## config.mk

```make
export PLATFORM = sky130hd
export DESIGN_NAME = reg_xfer_ctrl
export DESIGN_NICKNAME = d
export VERILOG_FILES = /design/src/rtl/reg_xfer_ctrl.sv
export SDC_FILE = /design/constraint.sdc
export NUM_CORES = 1
export LEC_CHECK = 0
export CORE_MARGIN = 2
export CORE_UTILIZATION = 46
export CTS_CLUSTER_SIZE = 16
export DETAILED_ROUTE_END_ITERATION = 6
export PLACE_DENSITY = 0.76
export SLEW_MARGIN = 10
export SYNTH_ARGS = -nofsm -noshare
export SYNTH_HDL_FRONTEND = slang
export SYNTH_SLANG_ARGS = --single-unit
```

## constraint.sdc

```tcl
create_clock -name clk -period 1.45 [get_ports clk]
set_input_delay 0.145 -clock clk [delete_from_list [all_inputs] [get_ports clk]]
set_output_delay 0.145 -clock clk [all_outputs]
set_load 0.03 [all_outputs]
```

## src/rtl/reg_xfer_ctrl.sv

```systemverilog
`default_nettype none
// ============================================================================
//  Module   : reg_xfer_ctrl
//  Purpose  : Command-driven sequencer that masters a shared-address register
//             bank port. It accepts one transfer command at a time and expands
//             it into bank read/write cycles:
//               LOADI : write the immediate to dst
//               MOV   : copy src to dst
//               SWAP  : exchange src and dst
//               READ  : return the value of src
//             Every command ends with a one-cycle response pulse.
//  Ports    : clk, reset                  - clock, synchronous active-high reset
//             cmd_valid/cmd_ready         - command handshake
//             cmd_op/cmd_dst/cmd_src/cmd_imm - command fields
//             rsp_valid/rsp_data          - completion pulse and result
//             busy                        - command in flight
//             bank_addr/bank_wr/bank_rd/bank_wdata/bank_rdata - bank port
//  Revision : 1.0 - initial release
// ============================================================================
module reg_xfer_ctrl #(
    parameter int DATA_W = 16,
    parameter int ADDR_W = 3
) (
    input  logic              clk,
    input  logic              reset,
    input  logic              cmd_valid,
    output logic              cmd_ready,
    input  logic [1:0]        cmd_op,
    input  logic [ADDR_W-1:0] cmd_dst,
    input  logic [ADDR_W-1:0] cmd_src,
    input  logic [DATA_W-1:0] cmd_imm,
    output logic              rsp_valid,
    output logic [DATA_W-1:0] rsp_data,
    output logic              busy,
    output logic [ADDR_W-1:0] bank_addr,
    output logic              bank_wr,
    output logic              bank_rd,
    output logic [DATA_W-1:0] bank_wdata,
    input  logic [DATA_W-1:0] bank_rdata
);

    localparam logic [1:0] C_OP_LOADI = 2'b00;
    localparam logic [1:0] C_OP_MOV   = 2'b01;
    localparam logic [1:0] C_OP_SWAP  = 2'b10;
    localparam logic [1:0] C_OP_READ  = 2'b11;

    localparam logic [2:0] S_IDLE = 3'd0;
    localparam logic [2:0] S_RD_A = 3'd1;
    localparam logic [2:0] S_RD_B = 3'd2;
    localparam logic [2:0] S_WR_A = 3'd3;
    localparam logic [2:0] S_WR_B = 3'd4;
    localparam logic [2:0] S_RESP = 3'd5;

    logic [2:0]        r_state;
    logic [1:0]        r_op;
    logic [ADDR_W-1:0] r_dst;
    logic [ADDR_W-1:0] r_src;
    logic [DATA_W-1:0] r_imm;
    logic [DATA_W-1:0] r_tmp_a;
    logic [DATA_W-1:0] r_tmp_b;
    logic [DATA_W-1:0] r_rsp_data;

    // ------------------------------------------------------------------------
    // Sequencer. rsp_data is loaded on the edge entering RESP and then held
    // until the next command's RESP.
    // ------------------------------------------------------------------------
    always_ff @(posedge clk) begin
        if (reset) begin
            r_state    <= S_IDLE;
            r_op       <= C_OP_LOADI;
            r_dst      <= '0;
            r_src      <= '0;
            r_imm      <= '0;
            r_tmp_a    <= '0;
            r_tmp_b    <= '0;
            r_rsp_data <= '0;
        end else begin
            case (r_state)
                S_IDLE: begin
                    if (cmd_valid) begin
                        r_op  <= cmd_op;
                        r_dst <= cmd_dst;
                        r_src <= cmd_src;
                        r_imm <= cmd_imm;
                        r_state <= (cmd_op == C_OP_LOADI) ? S_WR_A : S_RD_A;
                    end
                end
                S_RD_A: begin
                    r_tmp_a <= bank_rdata;
                    case (r_op)
                        C_OP_SWAP: r_state <= S_RD_B;
                        C_OP_READ: begin
                            // Read data is only valid this cycle, so it goes
                            // straight to the response register.
                            r_rsp_data <= bank_rdata;
                            r_state    <= S_RESP;
                        end
                        default:   r_state <= S_WR_A;
                    endcase
                end
                S_RD_B: begin
                    r_tmp_b <= bank_rdata;
                    r_state <= S_WR_A;
                end
                S_WR_A: begin
                    if (r_op == C_OP_SWAP) begin
                        r_state <= S_WR_B;
                    end else begin
                        r_rsp_data <= (r_op == C_OP_LOADI) ? r_imm : r_tmp_a;
                        r_state    <= S_RESP;
                    end
                end
                S_WR_B: begin
                    // SWAP reports the original src value.
                    r_rsp_data <= r_tmp_a;
                    r_state    <= S_RESP;
                end
                default: begin
                    r_state <= S_IDLE;
                end
            endcase
        end
    end

    // ------------------------------------------------------------------------
    // Bank port decode. Only one of bank_rd/bank_wr is ever asserted because
    // read and write states are disjoint; IDLE and RESP drive all zeros.
    // ------------------------------------------------------------------------
    always_comb begin
        bank_addr  = '0;
        bank_wr    = 1'b0;
        bank_rd    = 1'b0;
        bank_wdata = '0;
        case (r_state)
            S_RD_A: begin
                bank_addr = r_src;
                bank_rd   = 1'b1;
            end
            S_RD_B: begin
                bank_addr = r_dst;
                bank_rd   = 1'b1;
            end
            S_WR_A: begin
                bank_addr  = r_dst;
                bank_wr    = 1'b1;
                bank_wdata = (r_op == C_OP_LOADI) ? r_imm : r_tmp_a;
            end
            S_WR_B: begin
                bank_addr  = r_src;
                bank_wr    = 1'b1;
                bank_wdata = r_tmp_b;
            end
            default: begin
                bank_addr  = '0;
            end
        endcase
    end

    assign cmd_ready = (r_state == S_IDLE);
    assign busy      = (r_state != S_IDLE);
    assign rsp_valid = (r_state == S_RESP);
    assign rsp_data  = r_rsp_data;

endmodule
`default_nettype wire

```

==> qor.csv <==
stage;metric;value;unit
worst_setup_path;crit_family;simple AND/OR/NAND/NOR gates;
logic_synthesis;async_flop_share;0;%
layout;drive_above_1_share;51.8;%
sta;finClkSkew;13.5;ps
sta;finalSetupViolCount;89;
pwr;p_comb_share;36.0;%
logic_synthesis;synth_seq_area_share;38.0;%
worst_setup_path;crit_fanout;7;
sta;fin_crit;1960;ps
logic_synthesis;synth_top_cell_by_area;dfxtp_1;
clock_tree;path_clk_slew;90;ps
clock_tree;clk_path_buf_depth;2;
min_path;hp-start;reset;
floorplan;die-area;9350;um2
sta;max_slew.worst_pin.slew;584;ps
global_route;grt_pass1_wl;21.2;mm
drt;drt-wirelength-per-cell;23.9;um
clock_tree;cts_buffers;9;
place;place.gp.congestion;0.805;
clock_tree;cts_tree;done;
logic_synthesis;synthCells;459;
drt;drc;2;
sta;rsz0062_at_grt;yes;
global_route;gr-total-overflow;0;
logic_synthesis;synth.most_common_cell;nand2_1;
drt;drt_iter0_drc;339;
clock_tree;clock-sinks;75;
floorplan;die_y;96.7;um
layout;syn_to_final_growth;74.8;%
global_route;grt.met2_usage;47.0;%
logic_synthesis;syn_area_per_cell;8.61;um2
floorplan;boundaryPins;83;
sta;finalWorstSetupSlack;-508;ps
pwr;p_clk_share;27.8;%
min_path;hold_path_class;input port to flop;
pwr;p_seq_share;36.2;%
global_route;grt_busiest_layer;met2;
worst_setup_path;critPathBufInv;3;
global_route;grtUsageMet1;34.6;%
logic_synthesis;synth_edf_count;0;
worst_setup_path;crit_start;r_op[1]$_SDFFE_PP0P_;
global_route;grt_usage;28.1;%
worst_setup_path;cp_data_arrival_time;1810;ps
worst_setup_path;cp.required;1310;ps
floorplan;rows;33;
logic_synthesis;yosysUniqueCellTypes;39;
status;status;finished with violations;
pwr;p_leak;0.00283;uW
logic_synthesis;synth_area;3950;um2
global_route;grt_pass1_vias;4144;
global_route;gr-usage-met3;5.92;%
place;port-buffer-count;82;
pwr;switching_share;34.5;%
drt;vias;4644;
floorplan;die_w;96.7;um
logic_synthesis;synthFlopType;dfxtp_1;
logic_synthesis;synth-seq-cells;75;
clock_tree;htreeDepth;3;
drt;drt-pass1-iter-count;7;
clock_tree;clk_latency;360;ps
pwr;power_density;973;nW/um2
worst_setup_path;startpoint_type;flop;
logic_synthesis;yosys_warnings;0;
logic_synthesis;synth_area_leaders;dfxtp_1, mux2i_1, nand2_1;
sta;hold_viol;0;
worst_setup_path;endpoint_kind;primary output;
sta;timing.fmax;511;MHz
sta;finalCritPeriodShare;135;%
drt;ant_nets;0;
pwr;peakVddDrop;0.000705;V
clock_tree;cts-hold-fix-buffers;0;
worst_setup_path;rr_startpoint;r_state[1]$_SDFFE_PP0P_;
worst_setup_path;crit_type;flop to primary output;
layout;nFillCells;413;
sta;whs;283;ps
floorplan;start_util;47.8;%
drt;wl;17.3;mm
sta;slew_headroom;61.1;%
global_route;antenna_found_initial;2;
floorplan;coreArea;8260;um2
layout;num-nets-final;658;
logic_synthesis;synthTopCellsByCount;nand2_1, dfxtp_1, nor2_1, mux2i_1, a21oi_1;
sta;drv_slew;0;
status;violations;DRC, setup timing;
drt;vias_per_cell;6.40;
pwr;power.switching;2320;uW
place;hpwlAfterDp;8.02;mm
worst_setup_path;path_cells;buf_12, buf_4, nor3b_1, o21ai_1, nand2_2, buf_6;
clock_tree;cts_root_buffer;clkbuf_8;
worst_setup_path;max_stage_delay;370;ps
logic_synthesis;syn_nets;502;
global_route;grt_max_degree;30;
worst_setup_path;critPathSlowestCell;dfxtp_4;
logic_synthesis;synth_top_area_share;38.0;%
job;maxCapViolCount;0;
pwr;p_int;4400;uW
place;placed_cells;670;
layout;final_cell_count_no_fill;726;
-- sequential cells by signal (all words and copies together), names as in the netlist --
| signal | count |
|---|---|
| rsp_data | 16 |
| r_tmp_a | 16 |
| r_dst | 3 |
| r_tmp_b | 16 |
| r_state | 3 |
| r_op | 2 |
| r_imm | 16 |
| r_src | 3 |
-- layout make-up --
class	instances	area (um2)	share of cell area, %
Antenna cell	1	2.50	0.0362
Clock inverter	6	88.8	1.29
Clock buffer	10	138	1.99
Inverter	2	7.51	0.109
Multi-Input combinational cell	334	2980	43.2
Timing Repair Buffer	193	2040	29.6
Tap cell	105	131	1.90
Sequential cell	75	1520	21.9
-- final timing paths --
path	endpoint	slack (ps)	depth (start not counted)
worst min register to register	r_src[0]$_SDFFE_PP0P_	470	2
worst max-delay path	bank_wdata[0]	-510	6
worst min-delay path	r_imm[1]$_SDFFE_PP0P_	280	2
worst max register to register	r_imm[5]$_SDFFE_PP0P_	-370	7
-- what timing repair did --
action                                  CTS  global route
pin swaps                                37            75
endpoints found under the setup margin   84            99
resized for setup                       134           145
buffers inserted                         20            13
hold endpoints to repair                  0             0
cloned                                    2             5
-- power by group through the flow --
stage / clock (uW) / sequential, uW / combinational (uW)
after floorplan: 0 / 2440 / 971
after global placement: 0 / 2390 / 1630
after detailed placement: 0 / 2400 / 1660
after CTS: 1820 / 2360 / 1880
after global routing: 1950 / 2440 / 2520
final: 1870 / 2430 / 2420
-- layout by cell type, fill, tap and decap left out, drive strengths merged, types with 2 or more instances in the layout --
cell type / instances
o21a: 16
nor2b: 3
a211oi: 16
mux2i: 32
a21oi: 26
nand2: 85
nor3b: 19
inv: 2
or4b: 14
a311oi: 16
dlygate4sd2: 16
o21bai: 3
o21ai: 18
o221ai: 16
buf: 132
dfxtp: 75
a31oi: 2
clkbuf: 14
nor2: 36
a22o: 2
clkinv: 2
a21o: 2
clkdlybuf4s50: 41
a21boi: 16
clkinvlp: 2
bufinv: 2
-- metal layers --
layer	part of all wire (%)	up-vias
li1	-	1979
met1	36	2236
met2	49	321
met3	8.3	106
met4	6.7	2
met5	0.086	-
-- stage by stage --
| step | util, % | setup TNS, ps | power [uW] | area (um2) | setup WS (ps) |
|---|---|---|---|---|---|
| after floorplan | - | -6.52 | 3410 | 4090 | -6.52 |
| after global placement | 64.6 | -3760 | 4020 | 5330 | -141 |
| after detailed placement | 64.6 | -4880 | 4060 | 5330 | -172 |
| after CTS | 74.1 | -11430 | 6060 | 6120 | -309 |
| after global routing | 83.6 | -25540 | 6910 | 6900 | -546 |
| final | 83.6 | -22820 | 6720 | 6910 | -508 |
-- kinds of logic after synthesis --
family	after synthesis	share of synthesized area (%)
xor gates and xnor gates	1	0.222
DFF	75	38.0
and+or+nand+nor	166	21.5
buffers and inverters	51	6.52
AOI/OAI and AO/OA	133	25.3
muxes	33	8.49
No activity file was read; power rests on OpenSTA's default activity.
